### src/rtl/debounce_pkg.sv
// ---------------------------------------------------------------------------
// debounce_pkg
// Shared types and parameter limits for the debounce_sync block.
//   state_e    : debouncer FSM state encoding
//   SYNC_MIN/MAX, STABLE_MIN/MAX : legal ranges for the block parameters
// ---------------------------------------------------------------------------
package debounce_pkg;

  typedef enum logic [1:0] {
    S_LOW       = 2'd0,
    S_WAIT_HIGH = 2'd1,
    S_HIGH      = 2'd2,
    S_WAIT_LOW  = 2'd3
  } state_e;

  localparam int SYNC_MIN   = 2;
  localparam int SYNC_MAX   = 4;
  localparam int STABLE_MIN = 2;
  localparam int STABLE_MAX = 65535;

endpackage

### src/rtl/debounce_sync_if.sv
// ---------------------------------------------------------------------------
// debounce_sync_if
// Groups the raw input and the debounced outputs of debounce_sync.
//   raw_i   : asynchronous, possibly bouncing input
//   level_o : debounced level
//   rise_o  : one-cycle pulse on a 0->1 change of level_o
//   fall_o  : one-cycle pulse on a 1->0 change of level_o
//   busy_o  : a candidate level change is being qualified
// Modports: master = whoever drives raw_i and consumes the results,
//           slave  = the debouncer itself.
// ---------------------------------------------------------------------------
interface debounce_sync_if;
  logic raw_i;
  logic level_o;
  logic rise_o;
  logic fall_o;
  logic busy_o;

  modport master (
    output raw_i,
    input  level_o,
    input  rise_o,
    input  fall_o,
    input  busy_o
  );

  modport slave (
    input  raw_i,
    output level_o,
    output rise_o,
    output fall_o,
    output busy_o
  );
endinterface

### src/rtl/debounce_sync_chain.sv
// ---------------------------------------------------------------------------
// debounce_sync_chain
// Multi-flop synchronizer bringing an asynchronous bit into the clk_i domain.
//   clk_i  : clock
//   rst_ni : asynchronous active-low reset, all stages clear to 0
//   d_i    : asynchronous input
//   q_o    : synchronized output (last stage)
// ---------------------------------------------------------------------------
module debounce_sync_chain
  import debounce_pkg::*;
#(
  parameter int STAGES = 2
) (
  input  logic clk_i,
  input  logic rst_ni,
  input  logic d_i,
  output logic q_o
);

  if (STAGES < SYNC_MIN || STAGES > SYNC_MAX) begin : g_bad_stages
    $error("debounce_sync_chain: STAGES=%0d outside %0d..%0d", STAGES, SYNC_MIN, SYNC_MAX);
  end

  logic [STAGES-1:0] stage_reg;
  logic [STAGES-1:0] stage_next;

  // Stage 0 is the only flop that looks at d_i; every later stage takes its
  // predecessor, giving metastability time to resolve.
  for (genvar gi = 0; gi < STAGES; gi++) begin : g_stage
    if (gi == 0) begin : g_first
      assign stage_next[gi] = d_i;
    end else begin : g_rest
      assign stage_next[gi] = stage_reg[gi-1];
    end
  end

  always_ff @(posedge clk_i or negedge rst_ni) begin
    if (!rst_ni) begin
      stage_reg <= '0;
    end else begin
      stage_reg <= stage_next;
    end
  end

  assign q_o = stage_reg[STAGES-1];

endmodule

### src/rtl/debounce_sync.sv
// ---------------------------------------------------------------------------
// debounce_sync
// Synchronizes and debounces a raw input. A new level is accepted only after
// STABLE_CYCLES consecutive identical synchronized samples; any disagreeing
// sample during qualification drops back to the current stable state.
//   clk_i  : clock
//   rst_ni : asynchronous active-low reset (release synchronized upstream)
//   bus    : debounce_sync_if.slave (raw_i in; level_o/rise_o/fall_o/busy_o
//            out, all driven straight from flops)
// Parameters: SYNC_STAGES (2..4), STABLE_CYCLES (2..65535)
// ---------------------------------------------------------------------------
module debounce_sync
  import debounce_pkg::*;
#(
  parameter int SYNC_STAGES   = 2,
  parameter int STABLE_CYCLES = 4
) (
  input  logic            clk_i,
  input  logic            rst_ni,
  debounce_sync_if.slave  bus
);

  if (SYNC_STAGES < SYNC_MIN || SYNC_STAGES > SYNC_MAX) begin : g_bad_sync
    $error("debounce_sync: SYNC_STAGES=%0d outside %0d..%0d", SYNC_STAGES, SYNC_MIN, SYNC_MAX);
  end
  if (STABLE_CYCLES < STABLE_MIN || STABLE_CYCLES > STABLE_MAX) begin : g_bad_stable
    $error("debounce_sync: STABLE_CYCLES=%0d outside %0d..%0d", STABLE_CYCLES, STABLE_MIN, STABLE_MAX);
  end

  localparam int               CNT_W    = $clog2(STABLE_CYCLES);
  localparam logic [CNT_W-1:0] CNT_ONE  = CNT_W'(1);
  localparam logic [CNT_W-1:0] CNT_LAST = CNT_W'(STABLE_CYCLES - 1);

  logic             sync_s;
  state_e           state_reg;
  logic [CNT_W-1:0] cnt_reg;
  logic             level_reg;
  logic             rise_reg;
  logic             fall_reg;
  logic             busy_reg;

  debounce_sync_chain #(
    .STAGES (SYNC_STAGES)
  ) u_chain (
    .clk_i  (clk_i),
    .rst_ni (rst_ni),
    .d_i    (bus.raw_i),
    .q_o    (sync_s)
  );

  // The sample that enters a WAIT state already counts as the first stable
  // one (cnt=1), so acceptance happens on the STABLE_CYCLES-th sample.
  // busy_reg is updated alongside the state so it is high exactly in WAIT.
  always_ff @(posedge clk_i or negedge rst_ni) begin
    if (!rst_ni) begin
      state_reg <= S_LOW;
      cnt_reg   <= '0;
      level_reg <= 1'b0;
      rise_reg  <= 1'b0;
      fall_reg  <= 1'b0;
      busy_reg  <= 1'b0;
    end else begin
      rise_reg <= 1'b0;
      fall_reg <= 1'b0;
      case (state_reg)
        S_LOW: begin
          if (sync_s) begin
            state_reg <= S_WAIT_HIGH;
            cnt_reg   <= CNT_ONE;
            busy_reg  <= 1'b1;
          end else begin
            cnt_reg   <= '0;
          end
        end
        S_WAIT_HIGH: begin
          if (!sync_s) begin
            state_reg <= S_LOW;
            cnt_reg   <= '0;
            busy_reg  <= 1'b0;
          end else if (cnt_reg == CNT_LAST) begin
            state_reg <= S_HIGH;
            cnt_reg   <= '0;
            level_reg <= 1'b1;
            rise_reg  <= 1'b1;
            busy_reg  <= 1'b0;
          end else begin
            cnt_reg   <= cnt_reg + CNT_ONE;
          end
        end
        S_HIGH: begin
          if (!sync_s) begin
            state_reg <= S_WAIT_LOW;
            cnt_reg   <= CNT_ONE;
            busy_reg  <= 1'b1;
          end else begin
            cnt_reg   <= '0;
          end
        end
        S_WAIT_LOW: begin
          if (sync_s) begin
            state_reg <= S_HIGH;
            cnt_reg   <= '0;
            busy_reg  <= 1'b0;
          end else if (cnt_reg == CNT_LAST) begin
            state_reg <= S_LOW;
            cnt_reg   <= '0;
            level_reg <= 1'b0;
            fall_reg  <= 1'b1;
            busy_reg  <= 1'b0;
          end else begin
            cnt_reg   <= cnt_reg + CNT_ONE;
          end
        end
        default: begin
          state_reg <= S_LOW;
          cnt_reg   <= '0;
          level_reg <= 1'b0;
          busy_reg  <= 1'b0;
        end
      endcase
    end
  end

  assign bus.level_o = level_reg;
  assign bus.rise_o  = rise_reg;
  assign bus.fall_o  = fall_reg;
  assign bus.busy_o  = busy_reg;

endmodule

### src/flat_wrapper.sv
// flat-port wrapper written by rule: the top's interface ports become plain ports
module debounce_sync_flat import debounce_pkg::*;
#(
  parameter int SYNC_STAGES   = 2,
  parameter int STABLE_CYCLES = 4
)
  (clk_i, rst_ni, bus_raw_i, bus_level_o, bus_rise_o, bus_fall_o, bus_busy_o);
  debounce_sync_if bus_i ();
  input  logic clk_i;
  input  logic rst_ni;
  input wire logic [$bits(bus_i.raw_i)-1:0] bus_raw_i;
  output wire logic [$bits(bus_i.level_o)-1:0] bus_level_o;
  output wire logic [$bits(bus_i.rise_o)-1:0] bus_rise_o;
  output wire logic [$bits(bus_i.fall_o)-1:0] bus_fall_o;
  output wire logic [$bits(bus_i.busy_o)-1:0] bus_busy_o;
  assign bus_i.raw_i = bus_raw_i;
  assign bus_level_o = bus_i.level_o;
  assign bus_rise_o = bus_i.rise_o;
  assign bus_fall_o = bus_i.fall_o;
  assign bus_busy_o = bus_i.busy_o;
  debounce_sync #(.SYNC_STAGES(SYNC_STAGES), .STABLE_CYCLES(STABLE_CYCLES)) u_core (.clk_i(clk_i), .rst_ni(rst_ni), .bus(bus_i));
endmodule
### config.mk
export PLATFORM = sky130hd
export DESIGN_NAME = debounce_sync_flat
export DESIGN_NICKNAME = d
export VERILOG_FILES = /design/src/rtl/debounce_pkg.sv /design/src/rtl/debounce_sync_if.sv /design/src/rtl/debounce_sync_chain.sv /design/src/rtl/debounce_sync.sv /design/src/flat_wrapper.sv
export SDC_FILE = /design/constraint.sdc
export NUM_CORES = 1
export LEC_CHECK = 0
export CAP_MARGIN = 25
export CORE_AREA = 2 2 39 41
export DETAILED_ROUTE_END_ITERATION = 7
export DIE_AREA = 0 0 41 43
export PLACE_DENSITY = 0.5
export RECOVER_POWER = 50
export SETUP_SLACK_MARGIN = 0.3
export SYNTH_ARGS = -nofsm -noshare
export SYNTH_HDL_FRONTEND = slang
export SYNTH_SLANG_ARGS = --single-unit
### constraint.sdc
create_clock -name clk_i -period 1.2 [get_ports clk_i]
set_input_delay 0.12 -clock clk_i [delete_from_list [all_inputs] [get_ports clk_i]]
set_output_delay 0.12 -clock clk_i [all_outputs]
set_load 0.03 [all_outputs]
==> results.yml, run 1 <==
layout:
  drive_gt1_share_pct: 62.50
  n_fill_cell: 140
  layout.nets: 54
  multiInputGateArea_um2: 178.9
  stdcell_count: 64
  diodes: 0
  area_growth_syn_to_layout_pct: 67.11
  layout.area.seq_um2: 254.0
routing:
  vias_per_cell: 4.484
  initialDrtViolationCount: 0
  finalWirelength_um: 722
  detailroute.via_count: 287
  wl_per_cell_um: 11.28
  met2WireLength_um: 394
  detail_route.drc_violations: 0
  first_pass_iters: 1
  route.layer.met1.wl_um: 287
  met3WireLength_um: 40
  topRoutingLayerUsed: "met3"
  detail-route-antenna-nets: 0
sta:
  timing.slew.headroom_pct: 70.48
  fin_skew_ns: 0.0007793
  min_period_over_period_pct: 89.89
  grt_setup_unrepaired: "yes"
  post-route-min-period_ns: 1.079
  fin_tns_setup_ns: 0
  clock.fmax_mhz: 927.0
  final_max_slew_viol_count: 0
  finalSetupViolations: 0
  timing_worst_slew_pin_value_ns: 0.4413
  hold_viol_final: 0
synthesis:
  synthDominantCellAreaShare_pct: 66.45
  ys_warn_count: 0
  mappedNetlistNets: 35
  synth_area_leader_cell: "sky130_fd_sc_hd__dfrtp_1"
  synth.top_cells.by_area: "sky130_fd_sc_hd__dfrtp_1 (66%), sky130_fd_sc_hd__ha_1 (6.6%), sky130_fd_sc_hd__nor2_1 (4.0%)"
  synth.lib_cells_used.distinct: 15
  synth-seq-area-share_pct: 66.45
  number_of_storage_elements_in_the_synthesis_netlist: 10
  netlist_instances: 30
  synth_area_per_cell_um2: 12.55
  synthesis.area_um2: 376.6
critical_path:
  timing.critical_path.cells: "ha_4, nand2_4, mux2_4"
  critical_path_arrival_ns: 1.23
  worst_ep_required_time_ns: 1.35
  ff2ff_path_depth: 3
  timing.critical_path.max_delay_family: "flip-flops"
  cp.depth: 3
  critical_path_class: "reg -> reg"
  worstPathBufferInverterCount: 0
  setup.worst_path.end_class: "register"
  cp-start-kind: "register"
  cpPeakStageDelay_ns: 0.42
  worst_path_max_delay_cell: "sky130_fd_sc_hd__dfrtp_1"
  crit_fanout: 3
grt:
  grt_start_max_net_pins: 11
  grt_antenna_before_repair: 0
  grt_pass1_vias: 280
  final_global_route_overflow_total: 0
  global_route.usage.total_pct: 10.61
  grt_pass1_wl_um: 1138
clocking:
  cts-root-to-sink-buffers: 2
  worstSkewPairLatency_ns: 0.26
  cts_bufs_inserted: 3
  clock_sink_count: 10
  clk_transition_reported_paths_ns: 0.07
  htree_num_levels: 1
  cts_tree: "yes"
  cts_root_buf: "sky130_fd_sc_hd__clkbuf_4"
floorplanning:
  die_w_um: 41
  initial_utilization_pct: 27.22
  die_area_mm2: 0.001763
  standard_cell_row_count: 14
  placeableCoreArea_mm2: 0.001384
  num_io_pins: 7
  fp.dieH_um: 43
power_and_ir_drop:
  power.static_leakage_nw: 0.2916
  ir_drop_v: 0.0008459
  cellPowerDensity_mw_per_mm2: 2288
place:
  port_buffers: 6
  numPlacedInstances: 51
  globalplace.congestion: 0.7126
run_status:
  run_status: "finished, final reports clean"
worst_hold_path:
  tightest_hold_check_type: "in -> async"
flow_run:
  maxcap_violations: 0
layout by cell type (no fill, tap or decap):
| cell | n |
|---|---|
| sky130_fd_sc_hd__nand3_1 | 1 |
| sky130_fd_sc_hd__mux2_4 | 1 |
| sky130_fd_sc_hd__nor3b_2 | 1 |
| sky130_fd_sc_hd__nand2_4 | 1 |
| sky130_fd_sc_hd__xnor2_2 | 1 |
| sky130_fd_sc_hd__dlygate4sd3_1 | 2 |
| sky130_fd_sc_hd__a21oi_2 | 2 |
| sky130_fd_sc_hd__clkbuf_8 | 1 |
| sky130_fd_sc_hd__nor2_1 | 3 |
| sky130_fd_sc_hd__dfrtp_1 | 7 |
| sky130_fd_sc_hd__buf_4 | 8 |
| sky130_fd_sc_hd__buf_6 | 5 |
| sky130_fd_sc_hd__inv_1 | 1 |
| sky130_fd_sc_hd__nor2_2 | 1 |
| sky130_fd_sc_hd__a31oi_1 | 1 |
| sky130_fd_sc_hd__o2bb2ai_1 | 1 |
| sky130_fd_sc_hd__o21ai_1 | 1 |
| sky130_fd_sc_hd__clkbuf_4 | 3 |
| sky130_fd_sc_hd__nand2_2 | 1 |
| sky130_fd_sc_hd__dfrtp_2 | 3 |
| sky130_fd_sc_hd__ha_4 | 2 |
| sky130_fd_sc_hd__o21a_1 | 1 |
synth_stat cells, drive strengths merged:
master	n
dfrtp	10
nor2	4
a21oi	2
ha	2
nand2	2
a31oi	1
clkbuf	1
inv	1
mux2	1
nand3	1
nor3b	1
o21a	1
o21ai	1
o2bb2ai	1
xnor2	1
path summary, 6_finish.rpt:
kind | end | slack (ns) | startpoint
setup / recovery | register | 0.12 | u_core.cnt_reg[1]$_DFF_PN0_
setup reg to reg | register | 0.12 | u_core.cnt_reg[1]$_DFF_PN0_
max in group asynchronous | u_core.state_reg[0]$_DFFE_PN0P_ | 0.64 | rst_ni
min in group clk_i | u_core.u_chain.stage_reg[1]$_DFF_PN0_ | 0.36 | u_core.u_chain.stage_reg[0]$_DFF_PN0_
hold reg to reg | u_core.u_chain.stage_reg[1]$_DFF_PN0_ | 0.36 | u_core.u_chain.stage_reg[0]$_DFF_PN0_
hold / removal | u_core.bus.level_o$_DFFE_PN0P_ | 0.23 | rst_ni
metrics by stage:
stage	total power, mW	instance area (um^2)	hold WS, ns	setup slack (ns)	utilization (%)
detailed placement	0.8589	467.9	0.3442	0.05913	33.82
global placement	0.8471	467.9	0.3352	0.06963	33.82
finish	1.440	629.4	0.2302	0.1213	45.48
floorplan	0.7629	392.9	-0.1756	0.1530	-
CTS	1.375	578.1	0.1712	0.1226	41.77
global route	1.533	629.4	0.2600	0.08114	45.48
worst register-to-register path, stage by stage (launching register included):
cell	delay [ns]
sky130_fd_sc_hd__dfrtp_1	0.42
sky130_fd_sc_hd__ha_4	0.19
sky130_fd_sc_hd__nand2_4	0.06
sky130_fd_sc_hd__mux2_4	0.29
logic make-up (layout without fill, tap and decap cells):
| group | Yosys count | after routing | synth area share [%] |
|---|---|---|---|
| buf+inv | 2 | 20 | 2.323 |
| fa+ha+maj | 2 | 2 | 6.643 |
| mux | 1 | 1 | 2.990 |
| flops | 10 | 10 | 66.45 |
| compound gates | 6 | 6 | 9.968 |
| simple gates | 8 | 8 | 9.301 |
| xor+xnor | 1 | 1 | 2.326 |
metal layers:
| metal | vias to the layer above | GRT usage, % |
|---|---|---|
| met1 | 143 | 11.53 |
| met2 | 7 | 14.37 |
| met5 | - | 0 |
| met4 | 0 | 10.00 |
| li1 | 137 | - |
| met3 | 0 | 4.712 |
what timing repair did:
action                                  in CTS  in global routing
pin swaps                                    6                  7
setup buffers                                6                  3
endpoints found under the setup margin      11                 12
resized for setup                           31                 11
hold buffers                                 0                  0
power by group:
group | switching, mW | internal (mW) | leakage (nW)
combinational | 0.238 | 0.331 | 0.147
sequential | 0.131 | 0.436 | 0.123
clock | 0.120 | 0.184 | 0.0210
cell type report:
cell class	instances	area share (%)
clock buffers	4	5.765
inverters	1	0.5964
multi-input cells	18	28.43
flip-flops and latches	10	40.36
well taps	16	3.181
repair buffers	15	21.67
Power figures use the tool's default switching activity.
==> run 2, diff against run 1 <==
--- a/config.mk
+++ b/config.mk
@@ -6,10 +6,10 @@
 export NUM_CORES = 1
 export LEC_CHECK = 0
 export CAP_MARGIN = 25
-export CORE_AREA = 2 2 39 41
+export CORE_AREA = 3 3 40 42
 export DETAILED_ROUTE_END_ITERATION = 7
-export DIE_AREA = 0 0 41 43
-export PLACE_DENSITY = 0.5
+export DIE_AREA = 0 0 43 45
+export PLACE_DENSITY = 0.49
 export RECOVER_POWER = 50
 export SETUP_SLACK_MARGIN = 0.3
 export SYNTH_ARGS = -nofsm -noshare
==> constraint.sdc (replaced) <==
create_clock -name clk_i -period 1.4 [get_ports clk_i]
set_input_delay 0.14 -clock clk_i [delete_from_list [all_inputs] [get_ports clk_i]]
set_output_delay 0.14 -clock clk_i [all_outputs]
set_load 0.03 [all_outputs]
==> run 2 against run 1 <==
  * Wire length down 14%
  * Clock skew grew 0.0020 ns
  * Via count is 11% lower
  * Worst hold slack improved by 0.040 ns
  * Setup slack improved by 0.19 ns
==> results.yml, run 2 (synthesized netlist as in run 1, its figures left out) <==
critical_path:
  setup.worst_path.end_class: "register"
  cp-start-kind: "register"
  critical_path_arrival_ns: 1.22
  worstPathBufferInverterCount: 0
  worst_path_max_delay_cell: "sky130_fd_sc_hd__dfrtp_1"
  critical_path_class: "reg -> reg"
  timing.critical_path.cells: "ha_2, nand2_2, mux2_4"
  timing.critical_path.max_delay_family: "flip-flops"
  reg2reg_slack_ns: 0.31
  worst_ep_required_time_ns: 1.54
  cpPeakStageDelay_ns: 0.38
  crit_fanout: 3
power_and_ir_drop:
  clock_power_share_pct: 18.7
  internal-power_uw: 644.0
  power.static_leakage_nw: 0.2424
  power_frac_comb_pct: 34.5
  power.sequential.fraction_pct: 46.7
  ir_drop_v: 0.0006323
  switching_share_pct: 32.91
  cellPowerDensity_mw_per_mm2: 1890
  switching_power_uw: 315.9
clocking:
  cts-root-to-sink-buffers: 2
  cts_hold_buffers: 0
  clock_sink_count: 10
  worstSkewPairLatency_ns: 0.25
  htree_num_levels: 1
  cts_root_buf: "sky130_fd_sc_hd__clkbuf_4"
  cts_tree: "yes"
  cts_bufs_inserted: 3
  clk_transition_reported_paths_ns: 0.06
floorplanning:
  standard_cell_row_count: 13
  fp.dieH_um: 45
  die_area_mm2: 0.001935
  placeableCoreArea_mm2: 0.001285
  num_io_pins: 7
  die_w_um: 43
  initial_utilization_pct: 29.31
layout:
  n_fill_cell: 133
  diodes: 0
  drive_gt1_share_pct: 38.10
  mostFrequentLayoutCell: "sky130_fd_sc_hd__dfrtp_1"
  area_growth_syn_to_layout_pct: 34.88
  final_instance_area_um2: 508.0
  layout.nets: 49
  layout.cells.most_common_list: "sky130_fd_sc_hd__dfrtp_1 (10), sky130_fd_sc_hd__nor2_1 (4), sky130_fd_sc_hd__buf_4 (4), sky130_fd_sc_hd__clkbuf_4 (3)"
  finish.utilization_pct: 39.53
sta:
  timing_worst_slew_pin_value_ns: 0.4531
  clock.fmax_mhz: 920.5
  finalSetupViolations: 0
  fin_skew_ns: 0.002790
  post-route-min-period_ns: 1.086
  hold_viol_final: 0
  timing.slew.headroom_pct: 69.69
  grt_setup_unrepaired: "yes"
  fin_tns_setup_ns: 0
  min_period_over_period_pct: 77.59
  final_max_slew_viol_count: 0
  final.hold.worst_slack_ns: 0.2705
grt:
  grt_start_max_net_pins: 11
  grt_antenna_before_repair: 0
  global_route.usage.total_pct: 9.536
  final_global_route_overflow_total: 0
  grt_pass1_vias: 302
  grt_pass1_wl_um: 1255
place:
  place_hpwl_um: 432.9
  globalplace.congestion: 0.7036
  port_buffers: 6
  detailed_place.area_um2: 460.4
routing:
  detail-route-antenna-nets: 0
  detail_route.drc_violations: 0
  first_pass_iters: 4
  wl_per_cell_um: 10.88
  detailroute.via_count: 256
  finalWirelength_um: 620
  initialDrtViolationCount: 5
  vias_per_cell: 4.491
run_status:
  run_status: "finished, final reports clean"
flow_run:
  maxcap_violations: 0
worst_hold_path:
  tightest_hold_check_type: "in -> async"
[run 2: changes by cell type in the layout (fill, tap and decap cells not counted), moves of 2 or more]
cell	delta
sky130_fd_sc_hd__a21oi_2	-2
sky130_fd_sc_hd__dfrtp_2	-3
sky130_fd_sc_hd__buf_2	+2
sky130_fd_sc_hd__buf_6	-5
sky130_fd_sc_hd__ha_4	-2
sky130_fd_sc_hd__dfrtp_1	+3
sky130_fd_sc_hd__ha_2	+2
sky130_fd_sc_hd__buf_4	-4
sky130_fd_sc_hd__a21oi_1	+2
[run 2: worst register-to-register path: stages (launching register included)]
cell                      delay, ns
sky130_fd_sc_hd__dfrtp_1       0.38
sky130_fd_sc_hd__ha_2          0.21
sky130_fd_sc_hd__nand2_2       0.09
sky130_fd_sc_hd__mux2_4        0.30
[run 2: layout make-up]
| class | instances | area [um^2] | share of cell area [%] |
|---|---|---|---|
| sequential | 10 | 250.2 | 49.26 |
| inverter | 1 | 3.754 | 0.7389 |
| multi-input combinational | 18 | 136.4 | 26.85 |
| clock buffer | 3 | 22.52 | 4.433 |
| tap | 15 | 18.77 | 3.695 |
| timing repair buffer | 10 | 76.32 | 15.02 |
[run 2: final timing paths]
kind / startpoint / end / cells past startpoint
max: u_core.cnt_reg[1]$_DFF_PN0_ / register / 3
max reg2reg: u_core.cnt_reg[1]$_DFF_PN0_ / register / 3
min: rst_ni / u_core.bus.rise_o$_DFF_PN0_ / 1
min reg2reg: u_core.u_chain.stage_reg[0]$_DFF_PN0_ / u_core.u_chain.stage_reg[1]$_DFF_PN0_ / 0
min in group clk_i: u_core.u_chain.stage_reg[0]$_DFF_PN0_ / u_core.u_chain.stage_reg[1]$_DFF_PN0_ / 0
max in group asynchronous: rst_ni / u_core.cnt_reg[1]$_DFF_PN0_ / 1
[run 2: repair_timing]
item | in CTS | in global routing
pin swaps | 1 | 1
resized for setup | 13 | 7
setup endpoints to repair | 5 | 9
setup buffers | 3 | 0
[run 2: power by group through the flow]
| stage | clock [mW] | sequential (mW) | combinational (mW) |
|---|---|---|---|
| 2_1_floorplan | 0 | 0.458 | 0.170 |
| 3_3_place_gp | 0 | 0.450 | 0.271 |
| 3_5_place_dp | 0 | 0.454 | 0.275 |
| 4_1_cts | 0.192 | 0.447 | 0.337 |
| 5_1_grt | 0.207 | 0.467 | 0.379 |
| 6_report | 0.180 | 0.449 | 0.331 |
[run 2: per-stage QoR]
step / worst slack (ns) / instances / power (mW)
after floorplan: 0.3010 / 30 / 0.6278
after global placement: 0.2490 / 51 / 0.7206
after detailed placement: 0.2399 / 51 / 0.7291
after CTS: 0.3033 / 57 / 0.9767
after global routing: 0.2767 / 57 / 1.053
final: 0.3137 / 57 / 0.9599
[run 2: metal layers]
metal | part of all wire (%) | global-route usage, % | routed length [um]
met1 | 42 | 9.774 | 258
met2 | 51 | 14.07 | 315
met3 | 5.6 | 3.586 | 35
met4 | 1.6 | 10.84 | 10
met5 | 0 | 0 | 0
